--- config.mk ---
export PLATFORM = sky130hd
export DESIGN_NAME = sid_env_mux
export DESIGN_NICKNAME = d
export VERILOG_FILES = /design/src/rtl/sid_pkg.sv /design/src/rtl/sid_env_step.sv /design/src/rtl/sid_env_mux.sv
export SDC_FILE = /design/constraint.sdc
export NUM_CORES = 1
export LEC_CHECK = 0
export BUFFER_PORTS_ARGS = -buffer_cell sky130_fd_sc_hd__buf_2
export CORE_ASPECT_RATIO = 1.4
export CORE_MARGIN = 4
export CORE_UTILIZATION = 60
export DETAILED_ROUTE_END_ITERATION = 10
export PLACE_DENSITY = 0.81
export SLEW_MARGIN = 5
export SYNTH_ARGS = -nofsm -noshare
export SYNTH_HDL_FRONTEND = slang
export SYNTH_SLANG_ARGS = --single-unit
--- constraint.sdc ---
create_clock -name clk -period 7.49 [get_ports clk]
set_input_delay 0.749 -clock clk [delete_from_list [all_inputs] [get_ports clk]]
set_output_delay 0.749 -clock clk [all_outputs]
set_load 0.005 [all_outputs]
--- src/rtl/sid_pkg.sv ---
// rtl/sid_pkg.sv - shared types, register map and rate/exponent tables for the SID envelope engine
package sid_pkg;

   typedef enum logic [1:0] {
      ST_IDLE    = 2'd0,
      ST_ATTACK  = 2'd1,
      ST_DECAY   = 2'd2,
      ST_RELEASE = 2'd3
   } env_st_e;

   localparam logic [2:0] REG_ATK = 3'd4;
   localparam logic [2:0] REG_SUS = 3'd5;
   localparam logic [2:0] REG_WAV = 3'd6;

   typedef struct packed {
      env_st_e     st;
      logic [7:0]  env;
      logic [15:0] rate_cnt;
      logic [4:0]  exp_cnt;
      logic        gate_q;
   } voice_t;

   // Period in service visits between rate ticks.
   function automatic logic [15:0] rate_period(input logic [3:0] rate);
      logic [15:0] p;
      case (rate)
         4'd0:    p = 16'd9;
         4'd1:    p = 16'd32;
         4'd2:    p = 16'd63;
         4'd3:    p = 16'd95;
         4'd4:    p = 16'd149;
         4'd5:    p = 16'd220;
         4'd6:    p = 16'd267;
         4'd7:    p = 16'd313;
         4'd8:    p = 16'd392;
         4'd9:    p = 16'd977;
         4'd10:   p = 16'd1954;
         4'd11:   p = 16'd3126;
         4'd12:   p = 16'd3907;
         4'd13:   p = 16'd11720;
         4'd14:   p = 16'd19532;
         default: p = 16'd31251;
      endcase
      return p;
   endfunction

   // Rate ticks per one-step fall; approximates an exponential curve.
   function automatic logic [4:0] expdiv(input logic [7:0] lvl);
      if (lvl >= 8'h5D)      return 5'd1;
      else if (lvl >= 8'h36) return 5'd2;
      else if (lvl >= 8'h1A) return 5'd4;
      else if (lvl >= 8'h0E) return 5'd8;
      else if (lvl >= 8'h06) return 5'd16;
      else                   return 5'd30;
   endfunction

endpackage

--- src/rtl/sid_env_step.sv ---
// rtl/sid_env_step.sv - combinational next-state for one envelope voice
module sid_env_step
   import sid_pkg::*;
(
   input  voice_t     cur,
   input  logic       gate,
   input  logic [7:0] atk,
   input  logic [7:0] sus,
   output voice_t     nxt
);

   logic [3:0]  rate;
   logic [15:0] cnt_inc;
   logic        tick;
   logic [4:0]  exp_inc;
   logic        exp_hit;
   logic [7:0]  sus_lvl;

   always_comb begin
      sus_lvl = {sus[3:0], sus[3:0]};
      case (cur.st)
         ST_ATTACK: rate = atk[3:0];
         ST_DECAY:  rate = atk[7:4];
         default:   rate = sus[7:4];
      endcase
      // >= keeps a lowered period from letting the counter run past it
      cnt_inc = cur.rate_cnt + 16'd1;
      tick    = (cnt_inc >= rate_period(rate));
      exp_inc = cur.exp_cnt + 5'd1;
      exp_hit = (exp_inc >= expdiv(cur.env));
   end

   always_comb begin
      nxt        = cur;
      nxt.gate_q = gate;
      if (gate && !cur.gate_q) begin
         nxt.st       = ST_ATTACK;
         nxt.rate_cnt = '0;
         nxt.exp_cnt  = '0;
      end else if (!gate && cur.gate_q) begin
         nxt.st       = ST_RELEASE;
         nxt.rate_cnt = '0;
         nxt.exp_cnt  = '0;
      end else if (cur.st != ST_IDLE) begin
         nxt.rate_cnt = tick ? 16'd0 : cnt_inc;
         case (cur.st)
            ST_ATTACK: begin
               if (cur.env == 8'hFF) begin
                  nxt.st = ST_DECAY;
               end else if (tick) begin
                  nxt.env = cur.env + 8'd1;
                  if (cur.env == 8'hFE) nxt.st = ST_DECAY;
               end
            end
            ST_DECAY: begin
               if (tick && (cur.env > sus_lvl)) begin
                  if (exp_hit) begin
                     nxt.env     = cur.env - 8'd1;
                     nxt.exp_cnt = '0;
                  end else begin
                     nxt.exp_cnt = exp_inc;
                  end
               end
            end
            ST_RELEASE: begin
               if (cur.env == 8'h00) begin
                  nxt.st = ST_IDLE;
               end else if (tick) begin
                  if (exp_hit) begin
                     nxt.env     = cur.env - 8'd1;
                     nxt.exp_cnt = '0;
                     if (cur.env == 8'h01) nxt.st = ST_IDLE;
                  end else begin
                     nxt.exp_cnt = exp_inc;
                  end
               end
            end
            default: ;
         endcase
      end
   end

endmodule

--- src/rtl/sid_env_mux.sv ---
// rtl/sid_env_mux.sv - round-robin time-multiplexed ADSR envelope engine
module sid_env_mux
   import sid_pkg::*;
#(
   parameter int NUM_VOICES = 4,
   parameter int VW         = $clog2(NUM_VOICES)
)(
   input  logic          clk,
   input  logic          rst_n,
   input  logic          ena,
   input  logic          wr_en,
   input  logic [VW-1:0] wr_voice,
   input  logic [2:0]    wr_addr,
   input  logic [7:0]    wr_data,
   output logic          env_valid,
   output logic [VW-1:0] env_voice,
   output logic [7:0]    env_level
);

   voice_t        voice_q [NUM_VOICES];
   voice_t        voice_d [NUM_VOICES];
   logic [7:0]    atk_q   [NUM_VOICES];
   logic [7:0]    atk_d   [NUM_VOICES];
   logic [7:0]    sus_q   [NUM_VOICES];
   logic [7:0]    sus_d   [NUM_VOICES];
   logic          gate_q  [NUM_VOICES];
   logic          gate_d  [NUM_VOICES];
   logic [VW-1:0] slot_q, slot_d;
   logic          valid_q, valid_d;
   logic [VW-1:0] out_voice_q, out_voice_d;
   logic [7:0]    level_q, level_d;
   voice_t        cur, nxt;

   assign cur = voice_q[slot_q];

   sid_env_step u_step (
      .cur  (cur),
      .gate (gate_q[slot_q]),
      .atk  (atk_q[slot_q]),
      .sus  (sus_q[slot_q]),
      .nxt  (nxt)
   );

   always_comb begin
      voice_d     = voice_q;
      atk_d       = atk_q;
      sus_d       = sus_q;
      gate_d      = gate_q;
      slot_d      = slot_q;
      valid_d     = 1'b0;
      out_voice_d = out_voice_q;
      level_d     = level_q;
      if (ena) begin
         voice_d[slot_q] = nxt;
         slot_d          = slot_q + VW'(1);
         valid_d         = 1'b1;
         out_voice_d     = slot_q;
         level_d         = cur.env;
      end
      // Register writes land at the edge, so a same-cycle service sees the old value.
      if (wr_en) begin
         case (wr_addr)
            REG_ATK: atk_d[wr_voice]  = wr_data;
            REG_SUS: sus_d[wr_voice]  = wr_data;
            REG_WAV: gate_d[wr_voice] = wr_data[0];
            default: ;
         endcase
      end
   end

   always_ff @(posedge clk or negedge rst_n) begin
      if (!rst_n) begin
         for (int i = 0; i < NUM_VOICES; i++) begin
            voice_q[i] <= '0;
            atk_q[i]   <= '0;
            sus_q[i]   <= '0;
            gate_q[i]  <= 1'b0;
         end
         slot_q      <= '0;
         valid_q     <= 1'b0;
         out_voice_q <= '0;
         level_q     <= '0;
      end else begin
         voice_q     <= voice_d;
         atk_q       <= atk_d;
         sus_q       <= sus_d;
         gate_q      <= gate_d;
         slot_q      <= slot_d;
         valid_q     <= valid_d;
         out_voice_q <= out_voice_d;
         level_q     <= level_d;
      end
   end

   assign env_valid = valid_q;
   assign env_voice = out_voice_q;
   assign env_level = level_q;

endmodule
# == After elaboration in Yosys (flattened, before gate mapping) ==
# Memory sizes are Yosys's and may differ from the RTL's.
# Index checks and enable logic that the tools add are counted.
# totals
reg_bits,209
rom_bits,240
in_bits,17
out_inout_bits,11
wordCells,132
mem_count,1
# mem_list
memory,words,word_bits,read_ports,rd_clocked_by_memory_dff,wr,line_no,rtl
(name not given),16,15,1,0,0,sid_pkg.sv:26,case (rate)
# classes
n_addsub,5
order_cmp,12
n_eq_ne,9
muxes,55
bitwise_logic,2
reduce_logical,12
# ops
cell,n
128-bit bitwise mux,1
32-bit 2-to-1 mux,3
8-bit 2-to-1 mux,11
32-bit binary-select mux with 2-bit select,1
32-bit bitwise mux,2
32-bit demux with 2-bit select,1
21-bit 2-to-1 mux,2
5-bit 2-to-1 mux,8
8-bit binary-select mux with 2-bit select,2
31-bit 2-to-1 mux,1
10-bit 2-to-1 mux,3
8-bit one-hot mux with 3 select lines,1
16-bit by 1-bit adder with 16-bit output (second input constant),1
8-bit demux with 2-bit select,1
8-bit == test (second input constant),2
16-bit >= comparator,1
16-bit 2-to-1 mux,1
2-bit 2-to-1 mux,6
5-bit one-hot mux with 2 select lines,1
3-bit == test (second input constant),3
8-bit by 1-bit adder with 8-bit output (second input constant),1
8-bit by 1-bit == test with 1-bit output (second input constant),1
8-bit by 3-bit >= comparator with 1-bit output (second input constant),1
8-bit by 4-bit >= comparator with 1-bit output (second input constant),1
25 further kinds,39

# == Depth between registers and ports, before layout ==
# depth
ltp_word,19
mapped_depth,28
mapped_depth_nobuf,21

# == Hierarchy ==
# From an unflattened synthesis, not the netlist that was laid out.
# hier_totals
hier_cells,1025
hier_area_um2,12135.4
# by_module_without_submodules
module,n_inst,cells_per_inst,area_per_inst_um2,seq_area_each_um2
sid_env_mux,1,573,9177.6,5230.0
sid_env_step,1,452,2957.8,0.0

# == Worst setup path before layout ==
# Ideal clock, no wire load.
# synth_timing
path_kind,register -> register
start,register slot_q[0]
end,register voice_q[119] (netlist name)
setup_ns,0.137
arrival_time_ns,5.862
t_required_ns,7.353
setup_slack_ns,1.491
path_stages_with_launch,25
n_path_buf,6
period_less_slack_ns,5.999
path_cell_list,dfrtp_1 -> buf_6 -> buf_6 -> buf_4 -> buf_4 -> mux4_2 -> inv_1 -> ha_1 -> clkbuf_1 -> clkbuf_1 -> a22oi_1 -> o21ai_1 -> inv_1 -> ha_1 -> or2_2 -> a31oi_1 -> ha_1 -> a211oi_1 -> o21ai_0 -> a211oi_1 -> o211ai_2 -> nand3_1 -> mux2_2 -> a2111oi_4 -> a21oi_1
# synth_between
elab_chain_len,19
elab_cells_between_ends,60
classes_between,add/sub: 4; order compare: 10; eq/ne: 4; mux: 32; bitwise: 1; reduce/logical: 8; memory: 1
# synth_rtl
element,line_no,rtl
from (decl),sid_env_mux.sv:28,"logic [VW-1:0] slot_q, slot_d;"
from (signal assigned),sid_env_mux.sv:88,slot_q <= slot_d;
2-bit NOT with 3-bit output (implied by the code) (*),n/a,
32-bit binary-select mux with 2-bit select,sid_env_mux.sv:34,assign cur = voice_q[slot_q];
32-bit 2-to-1 mux (implied by the code) (2 in a row),sid_env_mux.sv:34,
8-bit by 3-bit >= comparator with 1-bit output,sid_pkg.sv:53,else if (lvl >= 8'h06) return 5'd16;
4-bit 2-to-1 mux,sid_pkg.sv:53,
5-bit 2-to-1 mux,sid_pkg.sv:52,else if (lvl >= 8'h0E) return 5'd8;
5-bit 2-to-1 mux,sid_pkg.sv:51,else if (lvl >= 8'h1A) return 5'd4;
5-bit 2-to-1 mux,sid_pkg.sv:50,else if (lvl >= 8'h36) return 5'd2;
[2 not listed],n/a,
10-bit 2-to-1 mux,sid_env_step.sv:69,if (exp_hit) begin
10-bit 2-to-1 mux,sid_env_step.sv:68,end else if (tick) begin
8-bit 2-to-1 mux,sid_env_step.sv:66,if (cur.env == 8'h00) begin
8-bit one-hot mux with 3 select lines,sid_env_step.sv:46,case (cur.st)
31-bit 2-to-1 mux,sid_env_step.sv:44,end else if (cur.st != ST_IDLE) begin
8-bit 2-to-1 mux,sid_env_step.sv:40,end else if (!gate && cur.gate_q) begin
8-bit 2-to-1 mux,sid_env_step.sv:36,if (gate && !cur.gate_q) begin
128-bit bitwise mux (*),sid_env_mux.sv:54,voice_d[slot_q] = nxt;
to (signal assigned),sid_env_mux.sv:84,voice_q <= voice_d;
to (decl),sid_env_mux.sv:20,voice_t voice_q [NUM_VOICES];
# Every way passes the cells marked *; elsewhere a longest branch is shown, timed or not. The select of a mux whose other input is x is not followed.
# A chain may end at the register's enable or synchronous reset.

# == Final worst setup path ==
# layout_timing
start,register slot_q[0]
end,register voice_q[23] (netlist name)
# Same word-level chain as after synthesis.

==> results.toml <==
[outcome]
run_status = "completed"

[power_and_ir_drop]
max-vdd-ir-drop_uv = 274
power.leakage_uw = 0.00567
power.density_cell_area_mw_per_mm2 = 407
totalPowerFinal_uw = 5200

[clock_network]
cts_tree = "done"
ctsHtreeMaxLevel = 1
cts_max_path_buffers = 3
clk_pin_slew_worst_paths_ns = 0.06
postCtsSetupRepairBufs = 0
cts_made_buffers = 21
cts.sinks = 209
hold_buffer_count_at_cts = 0
post_cts_resized = 0
clock-root-buffer = "sky130_fd_sc_hd__clkbuf_16"
clock_insertion_delay_worst_skew_ns = 0.50

[yosys]
mappedNetlistNets = 1154
synth_top_flop_cell = "sky130_fd_sc_hd__dfrtp_1"
synth_largest_area_cell = "sky130_fd_sc_hd__dfrtp_1"
synth.lib_cells_used.distinct = 74
post-synth-top-count-cell = "sky130_fd_sc_hd__dfrtp_1"
combinational_family_with_the_most_area_after_synthesis = "multiplexers"
synth_mux_area_share_pct = 19.4
edff_count_synth = 0
synth_largest_type_area_fraction_pct = 44.1
syn_avg_cell_area_um2 = 10.9
synth_commonest_cells = "sky130_fd_sc_hd__dfrtp_1 (209), sky130_fd_sc_hd__nand2_1 (147), sky130_fd_sc_hd__mux2_2 (100), sky130_fd_sc_hd__o21ai_0 (77), sky130_fd_sc_hd__nor2_1 (60)"
post_synth_inst_count = 1084
synthXorXnorAreaFrac_pct = 1.48
synth_sequential_area_ratio_pct = 44.1
count_of_yosys_warnings_during_synthesis = 0
synth_fa_ha_area_share_pct = 5.60
synth_area_mm2 = 0.0118
ys_seq_elements = 209
synth_simple_gate_area_share_pct = 12.2
synthTopCellsByArea = "sky130_fd_sc_hd__dfrtp_1 (44%), sky130_fd_sc_hd__mux2_2 (9.5%), sky130_fd_sc_hd__mux4_2 (9.3%)"
synth_compound_gate_area_share_pct = 13.6
synth-async-reset-ratio_pct = 100

[grt]
all_layer_gr_usage_pct = 25.5
grt_pass1_wl_um = 46300
global_route_overflow = 0
maximum_number_of_pins_on_one_net_before_global_route_repair = 130
via_count_of_the_first_global_routing_pass = 9098
antenna_found_initial = 0

[route]
remaining_drc_errors = 0
avgViaCountPerCell = 6.47
first_pass_iters = 5
wl_um = 27600
post_drt_wl_per_cell_um = 20.6
detailroute.via_count = 8652
drt_iter0_drc = 690
antenna_violating_nets_post_route = 0

[timing]
setup-tns-final_ns = 0
report.final.slew_viol_count = 0
timing.final.setup_violations = 0
final.period_utilization_pct = 82.2
timing_worst_slew_pin_value_ns = 1.21
timing.max_slew.rel_slack_pct = 18.8
timing_hold_violations_final = 0
worst_clock_skew_ns = 0.0181
final_min_period_ns = 6.16
grt_setup_unrepaired = "no"
fmax_ghz = 0.162

[die]
die_h_um = 174
core-area_mm2 = 0.0193
fp.dieW_um = 127
num_io_pins = 28
floorplan.rows = 60
floorplan.initialDensity_pct = 61.4
die-area_mm2 = 0.0221

[setup_path]
r2r_setup_slack_ns = 1.33
worst_path_largest_cell_delay_ns = 0.62
r2r-start = "slot_q[0]"
worstRegToRegCells = 21
setup.worst_path.class = "reg2reg"
cpMaxStageDelayCell = "sky130_fd_sc_hd__dfrtp_4"
worstPathMaxFanout = 28
worst_ep_required_time_ns = 7.84
critical_path_start_type = "register"
critPathCaptureType = "register"
worst_ep_arrival_time_ns = 6.51
critical_path.startpoint = "slot_q[0]"
crit_path_cell_trace = "buf_4 -> mux4_2 -> a22oi_1 -> nor2_1 -> a21oi_1 -> inv_1 -> ha_1 -> nand2_1 -> o211ai_1 -> o21ai_0 -> ha_1 -> nand2b_1 -> a211oi_1 -> o21ai_0 -> a211oi_1 -> o211ai_2 -> buf_4 -> nand3_1 -> mux2_2 -> a2111oi_4 -> a21oi_1"
r2r-end = "voice_q[23]"

[layout]
num-nets-final = 1148
num_antenna_cells = 0
filler_cell_count = 1398
areaGrowthSynthToFinish_pct = 7.87
multi_input_area_mm2 = 0.00619
post_route_cells_drive_above_1_share_pct = 22.9
layout.area.seq_mm2 = 0.00524

[flow_run]
maxCapViolCount = 0

[place]
buffer_ports.inserted = 27
dpl.hpwl_um = 19200
place_congestion = 0.955

[worst_hold_path]
timing.hold.worst.class = "in2async"
worst max-delay path, delay by kind of cell, from the launching register on:
| family | cells | cell delay (ns) |
|---|---|---|
| AOI/OAI and AO/OA | 10 | 2.37 |
| buffers and inverters | 3 | 0.94 |
| muxes | 2 | 0.91 |
| adders and majority gates | 2 | 0.71 |
| DFF | 1 | 0.62 |
| and+or+nand+nor | 4 | 0.43 |
area by class of cell:
cell class | instances | area share, %
clock inverter | 6 | 0.666
inverter | 24 | 0.705
clock buffer | 29 | 4.66
sequential | 209 | 41.0
tap | 248 | 2.43
multi-input combinational | 778 | 48.4
timing repair buffer | 44 | 2.12
flip-flops by register name, indices dropped and copies added (netlist names):
signal	flops
voice_q	128
atk_q	32
sus_q	32
env_level	8
gate_q	4
env_voice	2
slot_q	2
env_valid	1
metal layers:
metal	vias up	part of all wire (%)	routed length [um]	global-route usage, %
li1	3955	-	-	-
met5	-	0	0	0
met1	4338	39	10900	31.7
met3	88	4.6	1260	2.77
met4	0	3.9	1070	10.7
met2	271	52	14400	45.2
power by group:
part | switching (uW) | internal, uW
Clock | 426 | 622
Combinational | 1700 | 975
Sequential | 142 | 1330
how the worst max path moves through the flow:
stage | to | slack, ns | depth (start not counted)
floorplan | voice_q[119] | 1.49 | 24
global placement | voice_q[23] | 1.63 | 21
detailed placement | voice_q[119] | 1.39 | 21
CTS | voice_q[119] | 1.34 | 21
global route | voice_q[119] | 0.78 | 21
finish | voice_q[23] | 1.33 | 21
cells by family (layout without fill, tap and decap cells):
family | count (synthesis) | after routing
adder cells (fa/ha/maj) | 53 | 53
multiplexers | 156 | 156
flip-flops | 209 | 209
AND/OR/NAND/NOR | 306 | 306
buffers and inverters | 97 | 103
XOR/XNOR | 20 | 20
AO/OA/AOI/OAI | 243 | 243
stage by stage:
stage / hold WS, ns / std cells / util, % / setup slack [ns] / cell area, um2
global route: 0.493 / 1338 / 66.2 / 0.780 / 12800
global placement: 0.455 / 1303 / 62.7 / 1.63 / 12100
floorplan: 0.441 / 1084 / - / 1.49 / 11800
detailed placement: 0.466 / 1303 / 62.7 / 1.39 / 12100
CTS: 0.462 / 1338 / 66.2 / 1.34 / 12800
finish: 0.408 / 1338 / 66.2 / 1.33 / 12800
placed cells by master (no fill, tap or decap), types with 12 or more instances in the layout:
master	instances
sky130_fd_sc_hd__buf_2	26
sky130_fd_sc_hd__a22o_1	19
sky130_fd_sc_hd__dfrtp_1	207
sky130_fd_sc_hd__a31oi_1	15
sky130_fd_sc_hd__o21ai_1	12
sky130_fd_sc_hd__ha_1	53
sky130_fd_sc_hd__buf_4	17
sky130_fd_sc_hd__nor2_1	60
sky130_fd_sc_hd__nand3_1	16
sky130_fd_sc_hd__xnor2_1	12
sky130_fd_sc_hd__inv_1	24
sky130_fd_sc_hd__nand4_1	12
sky130_fd_sc_hd__and2_1	13
sky130_fd_sc_hd__nand2_1	147
sky130_fd_sc_hd__mux4_2	49
sky130_fd_sc_hd__o21ai_0	76
sky130_fd_sc_hd__clkbuf_16	21
sky130_fd_sc_hd__a21oi_1	44
sky130_fd_sc_hd__mux2_2	100
Power figures use the tool's default switching activity.
